### src/rtl/rv32v_element_sequencer.sv
// Two-lane vector element sequencer: walks vstart..vl-1 two elements per beat
// and derives per-lane register/byte offsets for the execute datapath.
module rv32v_element_sequencer #(
  parameter int VLEN = 128,
  parameter int IW   = $clog2(VLEN)
) (
  input  logic                        CLK,
  input  logic                        RST,
  input  logic                        start,
  input  logic [31:0]                 vl,
  input  logic [31:0]                 vstart,
  input  logic [1:0]                  sew,
  input  logic                        vd_widen,
  input  logic                        stall,
  input  logic                        flush,
  output logic                        ready,
  output logic                        valid,
  output logic [IW-1:0]               elem0,
  output logic [IW-1:0]               elem1,
  output logic                        ena0,
  output logic                        ena1,
  output logic [2:0]                  src_reg0,
  output logic [2:0]                  src_reg1,
  output logic [$clog2(VLEN/8)-1:0]   src_byte0,
  output logic [$clog2(VLEN/8)-1:0]   src_byte1,
  output logic [2:0]                  dst_reg0,
  output logic [2:0]                  dst_reg1,
  output logic                        counter_done,
  output logic                        decode_done,
  output logic                        vill_err
);

  localparam int VLENB = VLEN / 8;
  localparam int LB    = $clog2(VLENB);
  // two spare bits so cnt+2 past the last element never wraps
  localparam int CW    = IW + 2;

  typedef enum logic [1:0] {
    IDLE,
    RUN,
    DONE
  } state_t;

  state_t        state;
  logic [CW-1:0] cnt;
  logic [CW-1:0] vl_r;
  logic [1:0]    sew_r;
  logic          widen_r;
  logic          ill;

  logic [CW-1:0] vl_clamp;
  logic          start_ill;
  logic          start_empty;
  logic [CW-1:0] cnt_p1;
  logic [CW-1:0] cnt_p2;
  logic          last_beat;
  logic [3:0]    src_sh;
  logic [3:0]    dst_sh;

  // Start-time qualification of the incoming instruction
  always_comb begin
    vl_clamp    = (vl > 32'(VLEN)) ? CW'(VLEN) : vl[CW-1:0];
    start_ill   = (sew == 2'd3) || (vd_widen && (sew == 2'd2));
    start_empty = vstart >= 32'(vl_clamp);
  end

  // Beat bookkeeping derived from the element counter
  always_comb begin
    cnt_p1    = cnt + CW'(1);
    cnt_p2    = cnt + CW'(2);
    last_beat = cnt_p2 >= vl_r;
    src_sh    = 4'(LB) - {2'b00, sew_r};
    dst_sh    = src_sh - {3'b000, widen_r};
  end

  // Sequencer FSM with instruction latches and element counter
  always_ff @(posedge CLK or posedge RST) begin
    if (RST) begin
      state   <= IDLE;
      cnt     <= '0;
      vl_r    <= '0;
      sew_r   <= '0;
      widen_r <= 1'b0;
      ill     <= 1'b0;
    end else if (flush) begin
      state <= IDLE;
    end else begin
      case (state)
        IDLE: begin
          if (start) begin
            vl_r    <= vl_clamp;
            cnt     <= vstart[CW-1:0];
            sew_r   <= sew;
            widen_r <= vd_widen;
            ill     <= start_ill;
            state   <= (start_ill || start_empty) ? DONE : RUN;
          end
        end
        RUN: begin
          if (!stall) begin
            cnt <= cnt_p2;
            if (last_beat) state <= DONE;
          end
        end
        DONE:    state <= IDLE;
        default: state <= IDLE;
      endcase
    end
  end

  function automatic logic [2:0] reg_of(
    input logic [IW-1:0] e,
    input logic [3:0]    sh
  );
    logic [IW-1:0] t;
    t = e >> sh;
    return t[2:0];
  endfunction

  function automatic logic [LB-1:0] byte_of(
    input logic [IW-1:0] e,
    input logic [1:0]    s
  );
    logic [IW+1:0] t;
    t = {2'b00, e} << s;
    return t[LB-1:0];
  endfunction

  // Lane outputs, all decoded from registers and zeroed outside RUN
  always_comb begin
    ready        = state == IDLE;
    valid        = state == RUN;
    decode_done  = state == DONE;
    vill_err     = decode_done && ill;
    elem0        = valid ? cnt[IW-1:0] : '0;
    elem1        = valid ? cnt_p1[IW-1:0] : '0;
    ena0         = valid && (cnt < vl_r);
    ena1         = valid && (cnt_p1 < vl_r);
    counter_done = valid && last_beat;
    src_reg0     = reg_of(elem0, src_sh);
    src_reg1     = reg_of(elem1, src_sh);
    src_byte0    = byte_of(elem0, sew_r);
    src_byte1    = byte_of(elem1, sew_r);
    dst_reg0     = reg_of(elem0, dst_sh);
    dst_reg1     = reg_of(elem1, dst_sh);
  end

endmodule

### config.mk
export PLATFORM = sky130hd
export DESIGN_NAME = rv32v_element_sequencer
export DESIGN_NICKNAME = d
export VERILOG_FILES = /design/src/rtl/rv32v_element_sequencer.sv
export SDC_FILE = /design/constraint.sdc
export NUM_CORES = 1
export LEC_CHECK = 0
export ABC_AREA = 1
export CAP_MARGIN = 20
export CORE_AREA = 2 2 84 86
export CTS_BUF_LIST = sky130_fd_sc_hd__clkbuf_4
export DETAILED_ROUTE_END_ITERATION = 6
export DIE_AREA = 0 0 86 88
export GPL_TIMING_DRIVEN = 0
export HOLD_SLACK_MARGIN = 0.08
export PLACE_DENSITY = 0.86
export SYNTH_ARGS = -nofsm -noshare
export SYNTH_HDL_FRONTEND = slang
export SYNTH_SLANG_ARGS = --single-unit
export TNS_END_PERCENT = 30
### constraint.sdc
create_clock -name CLK -period 4.9 [get_ports CLK]
set_input_delay 0.49 -clock CLK [delete_from_list [all_inputs] [get_ports CLK]]
set_output_delay 0.49 -clock CLK [all_outputs]
set_load 0.05 [all_outputs]
# Word level (Yosys, flattened, before mapping)
# Cells that the tools add are included.
# W data, S select, Z words.
[totals]
regBits = 24
output_inout_bits = 41
wordCells = 55
[classes]
n_addsub = 4
order_cmp = 5
n_eq_ne = 9
shifts = 6
mux = 12
n_bitwise = 1
reduce_logical = 12
[op_table]
columns = ["cell", "n"]
rows = [
  ["$ge A32 B9 Y1", 1],
  ["$gt A32 B8 Y1 const B", 1],
  ["$shr A7 B4 Y3", 4],
  ["$mux W9", 3],
  ["$lt A9 B9 Y1", 2],
  ["$pmux W9 S2", 1],
  ["$mux W7", 2],
  ["$shl A7 B2 Y4", 2],
  ["$mux W2", 5],
  ["$add A9 B1 Y9 const B", 1],
  ["$add A9 B2 Y9 const B", 1],
  ["$ge A9 B9 Y1", 1],
  ["$eq A2 B2 Y1 const B", 3],
  ["$ne A3 B3 Y1 const B", 2],
  ["$reduce_and A3 Y1", 2],
  ["$logic_and A1 B1 Y1", 5],
  ["$ne A2 B2 Y1 const B", 2],
  ["$pmux W2 S2", 1],
  ["$reduce_and A4 Y1", 1],
  ["$sub A3 B2 Y4 const A", 1],
  ["$sub A4 B1 Y4", 1],
  ["$ne A3 B2 Y1 const B", 1],
  ["$eq A2 B1 Y1 const B", 1],
  ["$logic_not A2 Y1", 1],
  ["3 further kinds", 4],
]

# Longest topological paths before layout
# Gate-level depths: netlist of run 1.
[logic_depth]
word_depth = 8
mapped_depth = 19
depth_no_buf = 19

# Worst setup path before layout of run 1
# No wires, ideal clock.
[synth_timing]
path_kind = "register -> output"
from = "register sew_r[1]"
to = "output port dst_reg0[1]"
t_arrival_ps = 3213
slack_ps = 1197
stages_incl_launch_ff = 11
n_path_buf = 1
path_cell_list = "dfrtp_1 clkinv_1 ha_1 clkbuf_1 clkinv_1 ha_1 xor2_1 inv_2 a21oi_1 o21ai_0 a31oi_1"
[synth_between]
elab_chain_len = 3
[synth_rtl]
columns = ["element", "line_no", "source"]
rows = [
  ["start, declared", "47", "logic [1:0] sew_r;"],
  ["start signal, assigned", "93", "sew_r <= sew;"],
  ["$sub A3 B2 Y4", "72", "src_sh = 4'(LB) - {2'b00, sew_r};"],
  ["$sub A4 B1 Y4", "73", "dst_sh = src_sh - {3'b000, widen_r};"],
  ["$shr A7 B4 Y3", "116", "t = e >> sh;"],
  ["end, declared", "26", "output logic [2:0] dst_reg0,"],
]
# Every way passes these cells.

# Worst setup path after layout of run 1
[layout_timing]
from = "register sew_r[1]"
to = "output port dst_reg1[1]"
[layout_between]
elab_chain_len = 3
[layout_rtl]
columns = ["element", "line_no", "source"]
rows = [
  ["$sub A3 B2 Y4", "72", ""],
  ["$sub A4 B1 Y4", "73", ""],
  ["$shr A7 B4 Y3", "116", ""],
  ["end, declared", "27", "output logic [2:0] dst_reg1,"],
]
# Every way passes these cells.

==> results.cfg, run 1 <==
[critical_path]
crit_start = sew_r[1]$_DFFE_PP0P_
startpoint_type = flop
rrSetupSlack_ns = 2.54
regToRegStartpoint = cnt[4]$_DFFE_PP0P_
critPathCaptureType = primary output
crit_type = reg2out
required_ns = 4.41
arrival_ns = 3.97
worstPathMaxFanout = 10

[floorplan]
initial_core_util_pct = 49.3
die-height_um = 88
coreArea_sq_um = 6640
die_x_um = 86
ioPinCount = 113
fp-row-count = 30
die-area_sq_um = 7570

[run]
max_cap_viol_count = 0

[synthesis]
synth-edff-count = 0
syn_inst = 534
synth_area_leaders = dfrtp_1 18%, ha_1 16%, nand2_1 15%
synth_area_sq_um = 3270
yosysUniqueCellTypes = 43
synth_fp_nets = 648
yosysTopAreaCell = dfrtp_1
synth-xor-area-share_pct = 2.67
synth-compound-area-share_pct = 16.9
synth_adder_area_share_pct = 16.0
yosys_warnings = 0
synth_top_family_by_area = simple AND/OR/NAND/NOR gates
synthArstFlopShare_pct = 100
synth_top_flop_cell = dfrtp_1
synth.area.mux_share_pct = 0
syn_area_per_cell_sq_um = 6.13
ys_seq_area_share_pct = 18.3
synth_top_cell_area_share_pct = 18.3
yosys.area_share.simple_pct = 36.3
synth-seq-cells = 24

[hold_path]
min_from = ill$_DFFE_PP0P_
hp-class = reg2reg

[placed_design]
dp_worst_setup_slack_ns = 0.467
dpl.hpwl_um = 8450
place.gp.congestion = 0.914
port_buffers = 112
dpl-instance-area_sq_um = 4500

[timing]
finalWorstSetupSlack_ns = 0.440
rsz0062_at_grt = false
tightest_slew_ns = 0.892
fin_crit_ns = 4.46
timing.slew.headroom_pct = 40.5
slew_viol_final = 0
fin_tns_setup_ns = 0
clock_skew_ns = 0.00355
max_freq_mhz = 224
setup_viol = 0
hold_violations = 0
finalCritPeriodShare_pct = 91.0

[layout]
diodes = 0
design_area_sq_um = 4530
nNetsFinal = 765
area_delta_synth_final_pct = 38.4
post-route-util_pct = 68.2
drive_gt1_share_pct = 4.78

[route]
drc = 0
avgViaCountPerCell = 5.50
ant_nets = 0
first_iter_violations = 249
wl_per_cell_um = 13.7
first_pass_iters = 6
via_count = 4009
wirelength_um = 9970

[clock_network]
cts_tree = yes
ctsHtreeMaxLevel = 1
cts-root-buf = clkbuf_4
cts_hold_repair.buffers = 0
clkSlewWorstSetupHoldPaths_ns = 0.12
cts_made_buffers = 3
worstSkewPairLatency_ns = 0.32
cts_setup_buffers = 0
clk_path_buf_depth = 2
cts_sinks = 24

[outcome]
status = completed

[pwr]
leakage_uw = 0.00221
power_uw = 1210
power_density_nw_per_um2 = 266
peakVddDrop_mv = 0.0996

[grt]
grt_pass1_vias = 3715
grt_first_pass_wirelength_um = 16300
grt_use_total_pct = 26.4
grt_max_degree = 25
antenna_found_initial = 0
grt_overflow = 0
==> worst paths after layout <==
| kind | end | depth (start not counted) |
|---|---|---|
| max | dst_reg1[1] | 14 |
| min in group asynchronous | sew_r[1]$_DFFE_PP0P_ | 2 |
| max in group asynchronous | cnt[4]$_DFFE_PP0P_ | 2 |
| max reg2reg | state[1]$_DFFE_PP0P_ | 12 |
| min | ill$_DFFE_PP0P_ | 2 |
| min reg2reg | ill$_DFFE_PP0P_ | 2 |
==> critical path, stage by stage (launching register included) <==
cell and delay (ns):
dfrtp_1 0.53, clkinv_1 0.31, ha_1 0.36, clkbuf_1 0.29, clkinv_1 0.34, ha_1 0.38, buf_2 0.19, inv_1 0.09
clkbuf_1 0.23, a21oi_1 0.18, a21oi_1 0.09, nand2_1 0.08, nand2_1 0.05, nor2_1 0.11, dlymetal6s2s_1 0.42
==> final cells by class <==
cell class                      instances  area, sq um
Buffer                                 15         78.8
Clock buffer                            3         22.5
Fill cell                             580         2110
Inverter                               62          234
Multi-Input combinational cell        433         2360
Sequential cell                        24          601
Tap cell                               80          100
Timing Repair Buffer                  112         1140
==> layout by cell type (no fill, tap or decap), drive strengths merged, types with 3 or more instances in the layout <==
master and instances:
xor2 10, nand3 25, inv 59, o211ai 8, buf 8, nor2 94
o22ai 5, dfrtp 24, a21oi 33, clkinv 3, ha 42, nand4 12
clkbuf 10, nand2 136, nor3 6, o21ai 43, dlymetal6s2s 6, clkdlybuf4s50 106
==> state kept, by name, summed over array words and instances (netlist names) <==
name	cells
state	2
ill	1
widen_r	1
vl_r	9
cnt	9
sew_r	2
==> metal layers <==
| layer | track usage [%] | wire length (um) | part of all wire [%] | vias up |
|---|---|---|---|---|
| li1 | - | - | - | 1990 |
| met1 | 32.6 | 4040 | 40 | 1787 |
| met2 | 48.3 | 4930 | 49 | 203 |
| met3 | 2.45 | 742 | 7.4 | 29 |
| met4 | 8.37 | 265 | 2.7 | 0 |
| met5 | 0 | 0 | 0 | - |
==> power breakdown <==
part           switching (uW)  internal, uW
registers                33.6           219
logic                     549           318
clock network            58.3          28.8
total                     641           565
==> cells in the mapped netlist, types with 4 or more instances <==
cell type,number
o21ai_1,10
nand4_1,12
clkbuf_1,7
inv_2,5
o21ai_0,32
o22ai_1,5
nand3_1,24
o211ai_1,7
dfrtp_1,24
nand2_2,5
xor2_1,10
nor2_1,90
nor3_1,6
nor2_2,4
a21oi_1,33
nand2_1,129
ha_1,42
inv_1,54
==> metrics by stage <==
stage,hold WS [ns],instances
4_1_cts,0.505,729
5_1_grt,0.549,729
3_3_place_gp,0.468,726
3_5_place_dp,0.476,726
2_1_floorplan,0.446,534
6_report,0.497,729
==> kinds of logic (layout without fill, tap and decap cells) <==
| group | count (synthesis) | after routing |
|---|---|---|
| AOI/OAI and AO/OA | 99 | 99 |
| xor gates and xnor gates | 10 | 10 |
| adders and majority gates | 42 | 42 |
| buffers and inverters | 77 | 192 |
| DFF | 24 | 24 |
| other | 1 | 1 |
| and+or+nand+nor | 281 | 281 |
==> timing repair <==
action                                 in CTS  in global routing
endpoints found under the hold margin       0                  0
setup endpoints to repair                   0                  6
resized for setup                           0                  6
Power figures use the tool's default switching activity.
==> run 2, diff against run 1 <==
- ABC_AREA: 1 -> not set
- CORE_AREA: 2 2 84 86 -> 2 2 82 84
- DIE_AREA: 0 0 86 88 -> 0 0 84 86
- PLACE_DENSITY: 0.86 -> 0.88
==> run 2 against run 1 <==
Die area decreased by 4.5%. Power decreased by 23%. First-iteration DRC count decreased by 16%. Critical path depth down 3. Utilization is 2.3 points higher. Cell count down 16%. Synthesized cell count is 21% lower. Global-route usage is 1.8 points higher. Routed wire length rose by 2.6%. Clock power up 6.0%. Combinational power shrank 32%. Area after synthesis shrank 3.0%.
==> results.cfg, run 2 <==
[layout]
fill_cells = 504
drive_gt1_share_pct = 5.41
nNetsFinal = 651
layout_commonest_cell = clkdlybuf4s50_1
diodes = 0
area_delta_synth_final_pct = 39.5
final_cell_mix = 107 x clkdlybuf4s50_1, 48 x nand2_1, 42 x ha_1
multi_input_area_sq_um = 2350
reg_top3 = cnt: 9 flops, vl_r: 9 flops
seq_area_sq_um = 602

[floorplan]
ioPinCount = 113
die-area_sq_um = 7220
initial_core_util_pct = 50.6
fp-row-count = 29
coreArea_sq_um = 6280
die-height_um = 86
die_x_um = 84

[synthesis]
yosysUniqueCellTypes = 60
synth_most_common_cell = nand2_1
synthArstFlopShare_pct = 100
ys_seq_area_share_pct = 18.9
synth_fp_nets = 535
synth_top_cell_area_share_pct = 18.9
syn_area_per_cell_sq_um = 7.54
yosys_warnings = 0
synth-seq-cells = 24
synth_common_cells = 48 x nand2_1, 42 x ha_1, 33 x nor2_1
synth-edff-count = 0
synth_area_leaders = dfrtp_1 19%, ha_1 17%, nand2_1 5.7%
yosysTopAreaCell = dfrtp_1
synth_area_sq_um = 3180
syn_inst = 421
synth_top_flop_cell = dfrtp_1

[route]
ant_nets = 0
wirelength_um = 10200
first_iter_violations = 208
wl_per_cell_um = 16.7
first_pass_iters = 5
via_count = 3690
drc = 0
avgViaCountPerCell = 6.02

[clock_network]
cts-root-buf = clkbuf_4
cts_setup_buffers = 0
ctsHtreeMaxLevel = 1
cts_sinks = 24
worstSkewPairLatency_ns = 0.32
cts_made_buffers = 3
cts_hold_repair.buffers = 0
cts_tree = yes
clkSlewWorstSetupHoldPaths_ns = 0.14
clk_path_buf_depth = 2

[timing]
clock_skew_ns = 0.00566
timing.slew.headroom_pct = 39.6
slew_viol_final = 0
hold_violations = 0
holdWs_ns = 0.492
tightest_slew_ns = 0.905
setup_viol = 0
finalCritPeriodShare_pct = 94.0
fin_tns_setup_ns = 0
fin_crit_ns = 4.61
rsz0062_at_grt = false
max_freq_mhz = 217

[critical_path]
worstRegToRegCells = 10
regToRegStartpoint = cnt[1]$_DFFE_PP0P_
critPathCapture = dst_reg0[2]
arrival_ns = 4.12
startpoint_type = flop
crit_start = sew_r[0]$_DFFE_PP0P_
worstPathMaxFanout = 11
reg2reg_to = state[0]$_DFFE_PP0P_
required_ns = 4.41
rrSetupSlack_ns = 1.84
crit_type = reg2out
critPathCaptureType = primary output

[hold_path]
hp-class = reg2reg

[grt]
grt_pass1_vias = 3584
antenna_found_initial = 0
grt_max_degree = 25
grt_first_pass_wirelength_um = 16600
grt_overflow = 0
grt_use_total_pct = 28.2

[outcome]
status = completed

[pwr]
power_uw = 926
peakVddDrop_mv = 0.162
leakage_uw = 0.00193
power_density_nw_per_um2 = 209

[placed_design]
dpl.hpwl_um = 8320
port_buffers = 112
place.gp.congestion = 0.911

[run]
max_cap_viol_count = 0
==> run 2: kinds of logic (layout without fill, tap and decap cells) <==
kind of cell	after synthesis	count (layout)	share of synthesized area, %
mux	20	20	7.25
other cells	1	1	0.118
flops	24	24	18.9
fa+ha+maj	42	42	16.5
compound gates	111	111	22.2
simple gates	158	158	24.5
xor+xnor	12	12	3.55
buf+inv	53	168	6.97
==> run 2: metrics by stage <==
step / instance area, sq um / cells / util [%] / worst slack [ns]
finish: 4430 / 613 / 70.6 / 0.294
global route: 4430 / 613 / 70.6 / 0.0568
CTS: 4420 / 614 / 70.4 / 0.0365
detailed placement: 4390 / 610 / 70.0 / 0.381
global placement: 4390 / 610 / 70.0 / 0.375
floorplan: 3180 / 421 / - / 0.681
==> run 2: worst min-delay path by stage <==
stage	from	end	slack, ns	cells after the start
CTS	ill$_DFFE_PP0P_	ill$_DFFE_PP0P_	0.49	2
floorplan	ill$_DFFE_PP0P_	ill$_DFFE_PP0P_	0.44	2
finish	ill$_DFFE_PP0P_	ill$_DFFE_PP0P_	0.49	2
global placement	ill$_DFFE_PP0P_	ill$_DFFE_PP0P_	0.46	2
global route	ill$_DFFE_PP0P_	ill$_DFFE_PP0P_	0.52	2
detailed placement	ill$_DFFE_PP0P_	ill$_DFFE_PP0P_	0.46	2
==> run 2: repair_timing <==
action	in CTS	in global routing
endpoints found under the setup margin	1	6
pin swaps	0	0
gates resized for setup	1	6
endpoints found under the hold margin	0	0
==> run 2: worst max-delay path, cell delays in order, from the launching register on <==
cell and delay, ns:
dfrtp_1 0.51, clkinvlp_4 0.29, ha_1 0.36, clkbuf_1 0.32, inv_1 0.21, ha_1 0.28
xor2_2 0.36, mux2_2 0.40, a21o_1 0.18, nand2_1 0.08, o22ai_1 0.08, clkdlybuf4s50_1 0.71
==> run 2: report_power, final <==
part | switching (uW) | total (uW) | internal (uW)
Combinational | 343 | 587 | 244
Clock | 62.4 | 92.3 | 29.9
Sequential | 31.1 | 247 | 216
Total | 436 | 926 | 490
==> run 2: routing by layer <==
layer	track usage (%)	wire length (um)	share of wire (%)
met5	0	0	0
met4	12.9	350	3.4
met3	3.37	792	7.7
met2	50.6	4990	49
met1	33.8	4100	40
==> run 2: area by class of cell <==
cell class              instances  area share, %
clock buffers                   3          0.508
repair buffers                112           25.5
inverters                      28           2.49
plain buffers                  24           2.51
well taps                      77           2.18
flip-flops and latches         24           13.6
multi-input cells             344           53.1
clock inverters                 1         0.0847
